===== src/rtl/flag_cond_interlock.sv =====
// Condition evaluation and status-flag interlock between the ID stage and the ID/EX register.
// Holds flag-dependent instructions in ID while a flag-setting instruction is still in flight.
module flag_cond_interlock #(
    parameter int unsigned FLAG_LAT = 2
) (
    input  logic       Clk,
    input  logic       Rst_n,
    input  logic       IdValid,
    input  logic [3:0] IdCond,
    input  logic       IdSetFlags,
    input  logic       Flush,
    input  logic       HoldExt,
    input  logic       N,
    input  logic       Zero,
    input  logic       C,
    input  logic       V,
    output logic       Stall,
    output logic       ExValid,
    output logic       ExExecute,
    output logic       ExSetFlags,
    output logic       FlagsBusy
);

    typedef enum logic [3:0] {
        COND_EQ = 4'h0, COND_NE = 4'h1, COND_CS = 4'h2, COND_CC = 4'h3,
        COND_MI = 4'h4, COND_PL = 4'h5, COND_VS = 4'h6, COND_VC = 4'h7,
        COND_HI = 4'h8, COND_LS = 4'h9, COND_GE = 4'hA, COND_LT = 4'hB,
        COND_GT = 4'hC, COND_LE = 4'hD, COND_AL = 4'hE, COND_NV = 4'hF
    } cond_e;

    // Value loaded on issue of a flag setter: edges still to wait before flags are visible.
    localparam logic [2:0] CNT_LOAD = 3'(FLAG_LAT - 1);

    cond_e      cond;
    logic       pass;
    logic       flag_dep;
    logic       hazard;
    logic       issue;
    logic       load;
    logic [2:0] cnt;

    assign cond = cond_e'(IdCond);

    always_comb begin
        // NOTE: default assigned first so no path through the case can infer a latch.
        pass = 1'b0;
        case (cond)
            COND_EQ: pass = Zero;
            COND_NE: pass = ~Zero;
            COND_CS: pass = C;
            COND_CC: pass = ~C;
            COND_MI: pass = N;
            COND_PL: pass = ~N;
            COND_VS: pass = V;
            COND_VC: pass = ~V;
            COND_HI: pass = C & ~Zero;
            COND_LS: pass = ~C | Zero;
            COND_GE: pass = (N == V);
            COND_LT: pass = (N != V);
            COND_GT: pass = ~Zero & (N == V);
            COND_LE: pass = Zero | (N != V);
            COND_AL: pass = 1'b1;
            COND_NV: pass = 1'b0;
        endcase
    end

    assign flag_dep  = (cond != COND_AL) && (cond != COND_NV);
    assign FlagsBusy = (cnt != 3'd0);
    assign hazard    = flag_dep & FlagsBusy;
    assign Stall     = IdValid & ~Flush & hazard;
    assign issue     = IdValid & ~Flush & ~hazard & ~HoldExt;
    assign load      = issue & pass & IdSetFlags;

    // NOTE: sequential state uses non-blocking assignments so every register samples pre-edge values.
    always_ff @(posedge Clk or negedge Rst_n) begin
        if (!Rst_n) begin
            cnt <= 3'd0;
        end else if (load) begin
            cnt <= CNT_LOAD;
        end else if (FlagsBusy && !HoldExt) begin
            cnt <= cnt - 3'd1;
        end
    end

    // A failed-condition instruction still occupies the EX slot, but never executes or loads flags.
    always_ff @(posedge Clk or negedge Rst_n) begin
        if (!Rst_n) begin
            ExValid    <= 1'b0;
            ExExecute  <= 1'b0;
            ExSetFlags <= 1'b0;
        end else if (!HoldExt) begin
            ExValid    <= issue;
            ExExecute  <= issue & pass;
            ExSetFlags <= load;
        end
    end

endmodule


===== config.mk =====
export PLATFORM = sky130hd
export DESIGN_NAME = flag_cond_interlock
export DESIGN_NICKNAME = d
export VERILOG_FILES = /design/src/rtl/flag_cond_interlock.sv
export SDC_FILE = /design/constraint.sdc
export NUM_CORES = 1
export LEC_CHECK = 0
export ABC_AREA = 0
export CAP_MARGIN = 20
export CORE_MARGIN = 5
export CORE_UTILIZATION = 38
export CTS_CLUSTER_DIAMETER = 80
export DETAILED_ROUTE_END_ITERATION = 7
export PLACE_DENSITY = 0.81
export SLEW_MARGIN = 20
export SYNTH_ARGS = -nofsm -noshare
export SYNTH_HDL_FRONTEND = slang
export SYNTH_SLANG_ARGS = --single-unit

===== constraint.sdc =====
create_clock -name Clk -period 1.55 [get_ports Clk]
set_clock_uncertainty 0.1 [all_clocks]
set_input_delay 0.3875 -clock Clk [delete_from_list [all_inputs] [get_ports Clk]]
set_output_delay 0.3875 -clock Clk [all_outputs]
set_load 0.02 [all_outputs]

==> results.txt, run 1 <==
first-pass GRT wire length: 2.815 mm
RD Place Congestion: 0.7852
Reg-to-Reg Start: cnt[1]$_DFFE_PN0P_
CTS tree: yes
Psw: 0.3693 mW
Layout area overhead: 81.56%
pwr dens: 1089 nW/um^2
Worst setup EP type: register
Worst-Margin Slew: 0.3167 ns
final hold viol count: 0
asr flop ratio synth: 100.0%
row cnt: 13
Die X: 47.32 um
most frequent cell after synthesis: nand2_1
H-tree levels: 1
I/O Buffers: 18
reg2reg path depth: 8
Hold Buf Count CTS: 0
yosys warns: 0
Clock Power Share: 15.1%
Sequential Power Share: 21.6%
fin nets: 123
Slew Viols, Final: 0
initial core utilization: 40.17%
antenna diode instance count: 0
sequential element share of the synthesized area: 28.37%
Int Pwr: 0.6767 mW
Main synth FF type: dfrtp_1
reg2reg setup slack: -0.23 ns
Synth area leaders: dfrtp_1 (28%), nand2_1 (6.4%), o21ai_0 (5.7%)
core area: 1318 um^2
CP required: 1.59 ns
RR Endpoint: cnt[1]$_DFFE_PN0P_
combinational share of power: 63.2%
Ports: 19
max cap viols: 0
Tot GR Track Use: 17.80%
Worst-path clk slew: 0.05 ns
DP HPWL: 1.163 mm
share of layout cells above drive strength 1: 48.57%
fin util: 72.93%
hold crit path type: in -> async
total grt overflow: 0
clk sinks: 6
Synth Area per Inst: 8.401 um^2
drt first pass iters: 4
Vias: 640
status: finished, violations left
Power, Total: 1.046 mW
syn_nets: 79
Worst VDD drop: 490.7 uV
Routed WL: 1.709 mm
setup TNS: -1.211 ns
Netlist cell types: 32
kind of critical path: reg -> reg
Post-synth EDFFs: 0
top cell type's share of synthesized area: 28.37%
min Tclk post-route: 1.784 ns
initial antenna violation count: 0
Post-Syn Instances: 63
CTS buffer count: 3
Synth Register Bits: 6
Die Area: 2239 um^2
clock buffer depth: 2
RSZ-0062 raised after global routing: true
Routed wire per std cell: 14.24 um
leak pwr: 0.4659 nW
clk root buf: clkbuf_4
slack of the critical path: -0.2343 ns
vias in the first global route: 661
Fillers: 99
Crit Path Max Fanout: 4
overall die height: 47.32 um
Critical Path Source Type: register
Skew-Pair Late Insertion Delay: 0.26 ns
largest net degree at the start of global routing: 9
Via density: 5.333
post-route ant nets: 0
worst endpoint data arrival time: 1.83 ns
Post-Syn Area: 529.3 um^2
Inst Count DP: 109
failing checks: setup timing
Relative slew margins: 78.71%
post-route insts no fill: 120
Final period util: 115.1%
Post-synth top cells: nand2_1 (9), dfrtp_1 (6), o21ai_0 (6), inv_1 (4), nor3_1 (4)
switching share of total power: 35.31%
drt first-iter violations: 7
setup violators final: 8
area leader, netlist: dfrtp_1
FMAX: 560.4 MHz
DRC: 0
Final Hold Slack: 0.2665 ns
[flip-flops by register name (all words and copies together), names as in the netlist]
register and cells:
ExExecute 1, ExSetFlags 1, ExValid 1, cnt 3
[timing repair]
item / in CTS / in global routing
resized for setup: 33 / 10
endpoints found under the hold margin: 0 / 0
buffers inserted: 7 / 2
endpoints found under the setup margin: 11 / 8
pin swaps: 5 / 3
[worst max path at each step]
stage               slack, ns                 end          startpoint  cells after the start
global route            -0.32  cnt[2]$_DFFE_PN0P_  cnt[0]$_DFFE_PN0P_                      8
floorplan               -0.10  cnt[1]$_DFFE_PN0P_  cnt[1]$_DFFE_PN0P_                      7
global placement        -0.74               Stall           IdCond[3]                      5
finish                  -0.23  cnt[1]$_DFFE_PN0P_  cnt[1]$_DFFE_PN0P_                      8
detailed placement      -0.79               Stall           IdCond[3]                      5
CTS                     -0.26  cnt[1]$_DFFE_PN0P_  cnt[1]$_DFFE_PN0P_                      8
[through the flow]
step / instance area, um^2 / worst slack (ns)
after floorplan: 545.5 / -0.1043
after global placement: 843.3 / -0.7363
after detailed placement: 843.3 / -0.7894
after CTS: 930.9 / -0.2602
after global routing: 960.9 / -0.3178
final: 960.9 / -0.2343
[placed cells by master, fill, tap and decap left out, types with 2 or more instances in the layout]
| cell type | count |
|---|---|
| dfrtp_1 | 6 |
| buf_6 | 3 |
| buf_4 | 23 |
| clkdlybuf4s50_1 | 5 |
| o21ai_1 | 3 |
| dlygate4sd2_1 | 9 |
| nor2_1 | 2 |
| clkbuf_4 | 3 |
| nor3_2 | 2 |
| o21ai_0 | 2 |
| inv_1 | 2 |
| clkbuf_2 | 2 |
| nand2_1 | 8 |
| nor3_1 | 2 |
| xnor2_1 | 2 |
| inv_2 | 2 |
[final cells by class]
type                    instances  area (um^2)  area share [%]
clock buffers                   3        22.52           2.344
inverters                       4        15.01           1.562
flip-flops and latches          6        150.1           15.62
repair buffers                 42        345.3           35.94
multi-input cells              50        409.1           42.58
well taps                      15        18.77           1.953
[power by group through the flow]
stage | clock, mW | combinational [mW] | sequential, mW
2_1_floorplan | 0 | 0.255 | 0.233
3_3_place_gp | 0 | 0.463 | 0.226
3_5_place_dp | 0 | 0.487 | 0.227
4_1_cts | 0.158 | 0.617 | 0.226
5_1_grt | 0.159 | 0.736 | 0.233
6_report | 0.158 | 0.662 | 0.226
[per-layer routing]
metal  part of all wire [%]  global-route usage [%]
met1                     41                   20.18
met2                     53                   31.28
met3                    4.5                   2.682
met4                    1.3                   9.945
met5                      0                       0
[cell families (layout without fill, tap and decap cells)]
group,Yosys count,count (layout),synth area share (%)
buffers and inverters,7,49,6.617
AOI/OAI and AO/OA,15,15,20.33
and+or+nand+nor,29,29,33.10
xor gates and xnor gates,3,3,4.965
DFF,6,6,28.37
muxes,1,1,1.891
adders and majority gates,2,2,4.727
[critical path, cell delays in order, from the launching register on]
cell	delay (ns)
dfrtp_1	0.38
inv_2	0.08
ha_4	0.14
nand2b_4	0.06
buf_6	0.11
a211o_1	0.28
a211oi_2	0.22
o211ai_2	0.15
and2_1	0.16
Note: power is estimated with default switching activity, not from simulation.
==> inputs of run 2 (changes only) <==
--- a/config.mk
+++ b/config.mk
@@ -6,6 +6,7 @@
 export NUM_CORES = 1
 export LEC_CHECK = 0
 export ABC_AREA = 0
+export ABC_CLOCK_PERIOD_IN_PS = 1550
 export CAP_MARGIN = 20
 export CORE_MARGIN = 5
 export CORE_UTILIZATION = 38
==> results of run 2 <==
The final DEF is identical to that of run 1; final timing and power are the same.
